<file path="src/rtl/uart_rx_ctrl.sv">
// uart_rx_ctrl: oversampling UART receiver (8 data bits, LSB first) with a one-byte output buffer.
// Define UART_RX_PARITY_EN to add an even-parity bit between data and stop, reported on parityErr.
module uart_rx_ctrl #(
  parameter int OVERSAMPLE = 16
) (
  input  logic        clk,
  input  logic        rstn,
  input  logic        rxPin,
  input  logic [15:0] baudDiv,
  output logic [7:0]  rxData,
  output logic        rxValid,
  input  logic        rxReady,
  output logic        frameErr,
`ifdef UART_RX_PARITY_EN
  output logic        parityErr,
`endif
  output logic        overrun
);

  localparam logic [4:0] OS_LAST   = 5'(OVERSAMPLE - 1);
  localparam logic [4:0] HALF_LAST = 5'((OVERSAMPLE / 2) - 1);

  typedef enum logic [2:0] {
    S_IDLE   = 3'd0,
    S_START  = 3'd1,
    S_DATA   = 3'd2,
`ifdef UART_RX_PARITY_EN
    S_PARITY = 3'd3,
`endif
    S_STOP   = 3'd4,
    S_WAITHI = 3'd5
  } state_t;

`ifdef UART_RX_PARITY_EN
  // High when data plus received parity bit hold an odd number of ones.
  function automatic logic even_par_err(input logic [7:0] data, input logic par);
    return ^{data, par};
  endfunction
`endif

  state_t      r_state;
  state_t      w_next;
  logic        r_sync1;
  logic        r_sync2;
  logic        r_rx_prev;
  logic [1:0]  r_settle;
  logic [15:0] r_tick_cnt;
  logic [15:0] r_div;
  logic [4:0]  r_os_cnt;
  logic [2:0]  r_bit_cnt;
  logic [7:0]  r_shift;

  logic w_rx;
  logic w_tick;
  logic w_fall;
  logic w_half_done;
  logic w_bit_done;
  logic w_start;
  logic w_os_run;
  logic w_os_wrap;
  logic w_sample_data;
  logic w_stop_eval;
  logic w_ferr;
  logic w_byte_ok;
`ifdef UART_RX_PARITY_EN
  logic r_par;
  logic w_sample_par;
  logic w_par_bad;
  logic w_perr;
`endif

  assign w_rx        = r_sync2;
  assign w_tick      = (r_tick_cnt == r_div);
  // Edge detection is held off until the synchronizer reflects the real line after reset.
  assign w_fall      = (r_settle == 2'd3) & r_rx_prev & ~w_rx;
  assign w_half_done = w_tick & (r_os_cnt == HALF_LAST);
  assign w_bit_done  = w_tick & (r_os_cnt == OS_LAST);
  assign w_ferr      = w_stop_eval & ~w_rx;
`ifdef UART_RX_PARITY_EN
  assign w_par_bad   = even_par_err(r_shift, r_par);
  assign w_perr      = w_stop_eval & w_par_bad;
  assign w_byte_ok   = w_stop_eval & w_rx & ~w_par_bad;
`else
  assign w_byte_ok   = w_stop_eval & w_rx;
`endif

  // State register.
  always_ff @(posedge clk) begin
    if (!rstn) begin
      r_state <= S_IDLE;
    end else begin
      r_state <= w_next;
    end
  end

  // Next-state logic.
  always_comb begin
    w_next = r_state;
    case (r_state)
      S_IDLE: begin
        if (w_fall) w_next = S_START;
        else        w_next = S_IDLE;
      end
      S_START: begin
        if (w_half_done) w_next = w_rx ? S_IDLE : S_DATA;
        else             w_next = S_START;
      end
      S_DATA: begin
`ifdef UART_RX_PARITY_EN
        if (w_bit_done && (r_bit_cnt == 3'd7)) w_next = S_PARITY;
`else
        if (w_bit_done && (r_bit_cnt == 3'd7)) w_next = S_STOP;
`endif
        else                                   w_next = S_DATA;
      end
`ifdef UART_RX_PARITY_EN
      S_PARITY: begin
        if (w_bit_done) w_next = S_STOP;
        else            w_next = S_PARITY;
      end
`endif
      S_STOP: begin
        if (w_bit_done) w_next = w_rx ? S_IDLE : S_WAITHI;
        else            w_next = S_STOP;
      end
      S_WAITHI: begin
        if (w_rx) w_next = S_IDLE;
        else      w_next = S_WAITHI;
      end
      default: w_next = S_IDLE;
    endcase
  end

  // Per-state control strobes.
  always_comb begin
    w_start       = 1'b0;
    w_os_run      = 1'b0;
    w_os_wrap     = 1'b0;
    w_sample_data = 1'b0;
    w_stop_eval   = 1'b0;
`ifdef UART_RX_PARITY_EN
    w_sample_par  = 1'b0;
`endif
    case (r_state)
      S_IDLE:  w_start = w_fall;
      S_START: begin
        w_os_run  = 1'b1;
        w_os_wrap = w_half_done;
      end
      S_DATA: begin
        w_os_run      = 1'b1;
        w_os_wrap     = w_bit_done;
        w_sample_data = w_bit_done;
      end
`ifdef UART_RX_PARITY_EN
      S_PARITY: begin
        w_os_run     = 1'b1;
        w_os_wrap    = w_bit_done;
        w_sample_par = w_bit_done;
      end
`endif
      S_STOP: begin
        w_os_run    = 1'b1;
        w_os_wrap   = w_bit_done;
        w_stop_eval = w_bit_done;
      end
      S_WAITHI: w_os_run = 1'b0;
      default:  w_start  = 1'b0;
    endcase
  end

  // Synchronizer, baud tick generation, oversample/bit counters and data shift register.
  always_ff @(posedge clk) begin
    if (!rstn) begin
      r_sync1    <= 1'b1;
      r_sync2    <= 1'b1;
      r_rx_prev  <= 1'b1;
      r_settle   <= 2'd0;
      r_tick_cnt <= 16'd0;
      r_div      <= 16'd0;
      r_os_cnt   <= 5'd0;
      r_bit_cnt  <= 3'd0;
      r_shift    <= 8'h00;
`ifdef UART_RX_PARITY_EN
      r_par      <= 1'b0;
`endif
    end else begin
      r_sync1   <= rxPin;
      r_sync2   <= r_sync1;
      r_rx_prev <= r_sync2;
      r_settle  <= (r_settle == 2'd3) ? 2'd3 : r_settle + 2'd1;
      // The divisor is only picked up at a wrap or a start-edge reload.
      if (w_start || w_tick) begin
        r_tick_cnt <= 16'd0;
        r_div      <= baudDiv;
      end else begin
        r_tick_cnt <= r_tick_cnt + 16'd1;
      end
      if (w_start || w_os_wrap) begin
        r_os_cnt <= 5'd0;
      end else if (w_tick && w_os_run) begin
        r_os_cnt <= r_os_cnt + 5'd1;
      end else begin
        r_os_cnt <= r_os_cnt;
      end
      if (w_start) begin
        r_bit_cnt <= 3'd0;
      end else if (w_sample_data) begin
        r_bit_cnt <= r_bit_cnt + 3'd1;
      end else begin
        r_bit_cnt <= r_bit_cnt;
      end
      if (w_sample_data) begin
        r_shift <= {w_rx, r_shift[7:1]};
      end else begin
        r_shift <= r_shift;
      end
`ifdef UART_RX_PARITY_EN
      if (w_sample_par) begin
        r_par <= w_rx;
      end else begin
        r_par <= r_par;
      end
`endif
    end
  end

  // Output buffer and error pulses; a byte arriving while the buffer is full and not being drained is dropped.
  always_ff @(posedge clk) begin
    if (!rstn) begin
      rxData    <= 8'h00;
      rxValid   <= 1'b0;
      frameErr  <= 1'b0;
      overrun   <= 1'b0;
`ifdef UART_RX_PARITY_EN
      parityErr <= 1'b0;
`endif
    end else begin
      frameErr <= w_ferr;
`ifdef UART_RX_PARITY_EN
      parityErr <= w_perr;
`endif
      if (w_byte_ok && (!rxValid || rxReady)) begin
        rxData  <= r_shift;
        rxValid <= 1'b1;
        overrun <= 1'b0;
      end else if (w_byte_ok) begin
        overrun <= 1'b1;
      end else begin
        overrun <= 1'b0;
        if (rxValid && rxReady) rxValid <= 1'b0;
        else                    rxValid <= rxValid;
      end
    end
  end

endmodule

</file>
<file path="config.mk">
export PLATFORM = sky130hd
export DESIGN_NAME = uart_rx_ctrl
export DESIGN_NICKNAME = d
export VERILOG_FILES = /design/src/rtl/uart_rx_ctrl.sv
export SDC_FILE = /design/constraint.sdc
export NUM_CORES = 1
export LEC_CHECK = 0
export BUFFER_PORTS_ARGS = -buffer_cell sky130_fd_sc_hd__buf_4
export CAP_MARGIN = 30
export CORE_MARGIN = 2
export CORE_UTILIZATION = 58
export DETAILED_ROUTE_END_ITERATION = 6
export GPL_TIMING_DRIVEN = 0
export PLACE_DENSITY = 0.79
export REMOVE_ABC_BUFFERS = 1
export SYNTH_ARGS = -nofsm -noshare
export SYNTH_HDL_FRONTEND = slang
export SYNTH_SLANG_ARGS = --single-unit
</file>
<file path="constraint.sdc">
create_clock -name clk -period 2.1 [get_ports clk]
set_input_delay 0.525 -clock clk [delete_from_list [all_inputs] [get_ports clk]]
set_output_delay 0.525 -clock clk [all_outputs]
set_load 0.05 [all_outputs]
</file>
# Word-level counts from Yosys, hierarchy flattened
# Cells that the tools add are included.
word_totals:
  regBits: 67
  output_inout_bits: 11
op_classes:
  n_addsub: 4
  n_eq_ne: 10
  mux: 17
  n_bitwise: 8
  reduce_logical: 17
op_table:
  columns: ["cell", "count"]
  rows:
  - ["adder 16 x 1 -> 16 bit (second input constant)", 1]
  - ["== test 16 bit", 1]
  - ["case mux 3 bit (5 select lines)", 1]
  - ["OR reduction 2 bit", 5]
  - ["== test 3 bit (second input constant)", 3]
  - ["2-to-1 mux 1 bit", 9]
  - ["2-to-1 mux 3 bit", 3]
  - ["AND 1 bit", 6]
  - ["2-to-1 mux 2 bit", 3]
  - ["adder 5 x 1 -> 5 bit (second input constant)", 1]
  - ["== test 5 x 3 -> 1 bit (second input constant)", 1]
  - ["== test 5 x 4 -> 1 bit (second input constant)", 1]
  - ["logical AND 1 bit", 4]
  - ["adder 3 x 1 -> 3 bit (second input constant)", 1]
  - ["== test 3 x 1 -> 1 bit (second input constant)", 1]
  - ["== test 3 x 2 -> 1 bit (second input constant)", 1]
  - ["logical NOT 3 bit", 1]
  - ["logical OR 1 bit", 3]
  - ["OR reduction 3 bit", 1]
  - ["adder 2 x 1 -> 2 bit (second input constant)", 1]
  - ["== test 2 bit (second input constant)", 1]
  - ["!= test 2 x 1 -> 1 bit (second input constant)", 1]
  - ["NOT 1 bit", 2]
  - ["case mux 1 bit (2 select lines)", 1]
  - ["3 further kinds", 3]

# Depth between registers and ports, before layout
logic_depth:
  word_depth: 7
  mapped_depth: 9
  ltp_nobuf: 7

# Least setup slack after synthesis
# No wires, ideal clock.
synth_timing:
  path_kind: "flip-flop to flip-flop"
  start: "register r_os_cnt[0]"
  end: "register rxData[0]"
  arrival_ns: 1.748
  path_slack_ns: 0.219
  path_stages_with_launch: 10
  path_buffers: 2
  period_less_slack_ns: 1.881
  path_cell_list: "dfxtp_1 > ha_1 > and3_1 > ha_1 > clkbuf_1 > nand3_1 > or2_2 > clkbuf_1 > o21ai_0 > a21oi_1"
synth_via:
  elab_chain_cells: 5
synth_lines:
  columns: ["item", "line", "rtl"]
  rows:
  - ["start: declaration", "49", "logic [4:0] r_os_cnt;"]
  - ["start signal: assignment", "202", "r_os_cnt <= r_os_cnt + 5'd1;"]
  - ["start signal: assignment", "204", "r_os_cnt <= r_os_cnt;"]
  - ["== test 5 x 4 -> 1 bit", "77", "assign w_bit_done = w_tick & (r_os_cnt == OS_LAST);"]
  - ["AND 1 bit", "77", null]
  - ["2-to-1 mux 1 bit", "144", "case (r_state)"]
  - ["AND 1 bit", "84", "assign w_byte_ok = w_stop_eval & w_rx;"]
  - ["logical AND 1 bit", "243", "if (w_byte_ok && (!rxValid || rxReady)) begin"]
  - ["end signal: assignment", "244", "rxData <= r_shift;"]
  - ["end: declaration", "10", "output logic [7:0] rxData,"]
# Every way passes these cells.
# A chain may end at the register's enable or synchronous reset.

# Worst setup path in the final report
layout_timing:
  start: "register r_tick_cnt[9]"
  end: "register r_bit_cnt[0]"
layout_via:
  elab_chain_cells: 3
layout_lines:
  columns: ["item", "line", "rtl"]
  rows:
  - ["start: declaration", "47", "logic [15:0] r_tick_cnt;"]
  - ["start signal: assignment", "197", "r_tick_cnt <= r_tick_cnt + 16'd1;"]
  - ["== test 16 bit", "73", "assign w_tick = (r_tick_cnt == r_div);"]
  - ["AND 1 bit", "77", null]
  - ["2-to-1 mux 1 bit", "144", null]
  - ["end signal: assignment", "209", "r_bit_cnt <= r_bit_cnt + 3'd1;"]
  - ["end signal: assignment", "211", "r_bit_cnt <= r_bit_cnt;"]
  - ["end: declaration", "50", "logic [2:0] r_bit_cnt;"]
# Every way passes these cells.

==> key figures <==
Synth
  – Sequential element share of the synthesized area: 0.456
  – Largest cells by area after synthesis: dfxtp_1 (46%), a21oi_1 (7.5%), xor2_1 (6.9%), o21ai_0 (6.8%), nand3_1 (5.4%)
  – Yosys reg bits: between 60 and 70
  – Mapped cell area: 2940 sq um
  – Yosys warning count: 0
  – Syn_area_per_cell: around 8.5 sq um
  – Netlist cell types: 35
  – Share of the synthesized area in the top cell type: 0.456
  – Cells after Synth: 345
  – Area leader, netlist: dfxtp_1

Power and ir drop
  – Sequential fraction of design power: 0.392
  – Final Power: 3.80 mW
  – Part of the power in combinational logic: 0.362
  – Internal power: ~2.4 mW
  – Sw Share: 0.374
  – Largest vdd supply drop: 0.000895 V
  – Leak: 1.33 nW
  – PD cells: 1100 nW/um^2
  – Psw: 1.42 mW
  – Clock Power Share: 0.246

Timing
  – Final min period: between 1.5 and 2 ns
  – Worst Tran Pin Value: 0.894 ns
  – F_max: 0.501 GHz
  – Pins Over Slew Limit: 0
  – RSZ-0062 raised after global routing: true
  – Final setup fails: 0
  – Slew margin rel.: 0.400
  – Final Hold Vio Count: 0
  – Clock skew: 0.0121 ns
  – Setup WS post-layout: ~0.10 ns
  – Final TNS setup: 0 ns
  – Final Cycle Share: 0.950

Global routing
  – First-pass GRT wire length: 10500 um
  – Gr ovfl total: 0
  – Met3 usage: 0.0495
  – Met1 usage: 0.302
  – Tot GR Track Use: 0.245
  – Number of global-route vias before repair: 2339
  – Largest net degree at the start of global routing: 35
  – Most Crowded Layer GR: met2
  – Initial antenna violation count: 0
  – Met2 usage: 0.405

Placed design
  – HPWL after DPL: roughly 4300 um
  – GP Congestion: 0.847
  – Post-placement setup slack: -0.342 ns
  – # port buffers: 30

Finish
  – Antenna diode count: 0
  – Fillers: 389
  – Register Area: around 1300 sq um
  – Most frequent cells in the layout: dfxtp_1 (65), a21oi_1 (44), o21ai_0 (39)
  – Most common cell after layout, fill and taps aside: dfxtp_1
  – Layout area overhead: 17.8%
  – Nets: 398
  – Layout cells sized above 1: 0.183
  – Area of the multi-input gates: around 1500 sq um

Worst setup path
  – Most common cell on crit path: buf_8
  – Worst setup SP type: register
  – CP top delay family: simple AND/OR/NAND/NOR gates
  – Data required time at the worst endpoint: 2.38 ns
  – WP buf/inv: 2
  – Critical path class: reg -> reg
  – Worst-path cell chain: xor2_1 > nor4_2 > nand4_1 > buf_8 > buf_8 > or3_1 > a21oi_1
  – Worst stage delay on the critical path: 0.35 ns
  – Worst setup EP type: register
  – CP startpoint: r_tick_cnt[9]
  – CP arrival: 2.28 ns
  – Worst path slowest cell: dfxtp_1
  – Crit-path max FO: 21
  – Reg2reg start: r_tick_cnt[9]

Clock tree
  – CTS tree: yes
  – Clk Tree Root Cell: clkbuf_8
  – Clk buf depth: 2
  – Clock latency on the worst-skew pair: approximately 0.35 ns
  – CTS Buf Count: 9
  – H-Tree Depth: 3
  – Clock sink count: 67
  – Hold_buf cts: 0
  – Worst-path clk slew: 0.08 ns

Detailed routing
  – DR pass1 iterations: 4
  – DRT Wirelength: 6500 um
  – DRT iter0 DRCs: 182
  – Routed vias/inst: 5.69
  – DRC Markers: 0
  – Via count: 2525
  – Antenna-violating nets left: 0
  – Avg WL per Cell: 14.6 um

Worst hold path
  – Hold Startpoint: rxPin
  – Worst hold-check path type: in -> reg

Run status
  – Run status: finished, final reports clean

Die
  – Floorplan core area: 4820 sq um
  – Initial Util: 0.610
  – Die ar.: 5660 sq um
  – Chip Height: 75.2 um
  – Die X: 75.2 um
  – I/O pin count: 31
  – Number of core rows: 25

Job
  – Maxcap violations: 0
-- through the flow --
step	hold WS (ns)	utilization	std cells	cell area, sq um
final	0.356	0.719	444	3460
after global routing	0.365	0.719	444	3460
after CTS	0.353	0.712	440	3430
after detailed placement	0.408	0.668	422	3220
after global placement	0.387	0.655	418	3150
after floorplan	0.386	-	321	2840
-- Yosys cell counts --
library cell  number
a21oi_1           44
a311oi_1           1
a31oi_1            1
a41oi_1            1
and2_1             1
and3_1             4
and4_1             4
buf_1              1
buf_2              5
clkbuf_1          18
clkinv_1           1
dfxtp_1           67
ha_1               5
inv_1              7
mux2i_1            1
nand2_1           11
nand2b_1           4
nand3_1           32
nand4_1           16
nand4b_1           1
nor2_1            26
nor2b_1            2
nor3_1             2
nor3b_1            4
nor4_2             4
o21a_1             1
o21ai_0           40
o21bai_1           1
o31ai_1            2
or2_2              1
or3_1              2
or4_1              2
or4b_2             1
xnor2_1            9
xor2_1            23
-- sequential cells by signal, summed over array words and instances (netlist names) --
register / count
frameErr: 1
overrun: 1
r_bit_cnt: 3
r_div: 16
r_os_cnt: 5
r_rx_prev: 1
r_settle: 2
r_shift: 8
r_state: 3
r_sync1: 1
r_sync2: 1
r_tick_cnt: 16
rxData: 8
rxValid: 1
-- power by group through the flow --
stage	clock (mW)	sequential [mW]	combinational (mW)
final	0.934	1.49	1.38
after global routing	0.990	1.50	1.52
after CTS	0.946	1.49	1.33
after detailed placement	0	1.52	1.29
after global placement	0	1.65	1.15
after floorplan	0	1.50	0.784
-- kinds of logic after synthesis --
| family | count (synthesis) | share of synthesized area |
|---|---|---|
| AO/OA/AOI/OAI | 91 | 0.161 |
| buffers and inverters | 32 | 0.0430 |
| multiplexers | 1 | 0.00340 |
| adder cells (fa/ha/maj) | 5 | 0.0213 |
| XOR/XNOR | 32 | 0.0953 |
| flip-flops | 67 | 0.456 |
| AND/OR/NAND/NOR | 117 | 0.220 |
-- path summary, 6_finish.rpt --
check | to | slack, ns | cells after the start
min reg2reg | r_sync2 | 0.42 | 1
min | r_sync1 | 0.36 | 2
max | r_bit_cnt[0] | 0.10 | 7
max reg2reg | r_bit_cnt[0] | 0.10 | 7
-- area by class of cell --
class | count | share of cell area
sequential | 67 | 0.388
clock buffer | 10 | 0.0397
inverter | 8 | 0.00867
tap | 67 | 0.0242
timing repair buffer | 41 | 0.0982
multi-input combinational | 246 | 0.433
clock inverter | 5 | 0.00867
-- timing repair --
action                     in CTS  in global routing
setup endpoints to repair      43                 22
gates resized for setup         5                  4
hold endpoints to repair        0                  0
setup buffers                   3                  4
pin swaps                       2                  1
-- routing by layer --
metal	share of wire	wire length, um	vias to the layer above
li1	-	-	1279
met1	0.45	2890	1195
met5	0	0	-
met4	0.022	142	0
met3	0.030	194	16
met2	0.50	3270	35
-- worst register-to-register path, cell delays in order (launching register included) --
cell     delay (ns)
dfxtp_1        0.35
xor2_1         0.16
nor4_2         0.34
nand4_1        0.21
buf_8          0.22
buf_8          0.16
or3_1          0.35
a21oi_1        0.13
No activity file was read; power rests on OpenSTA's default activity.
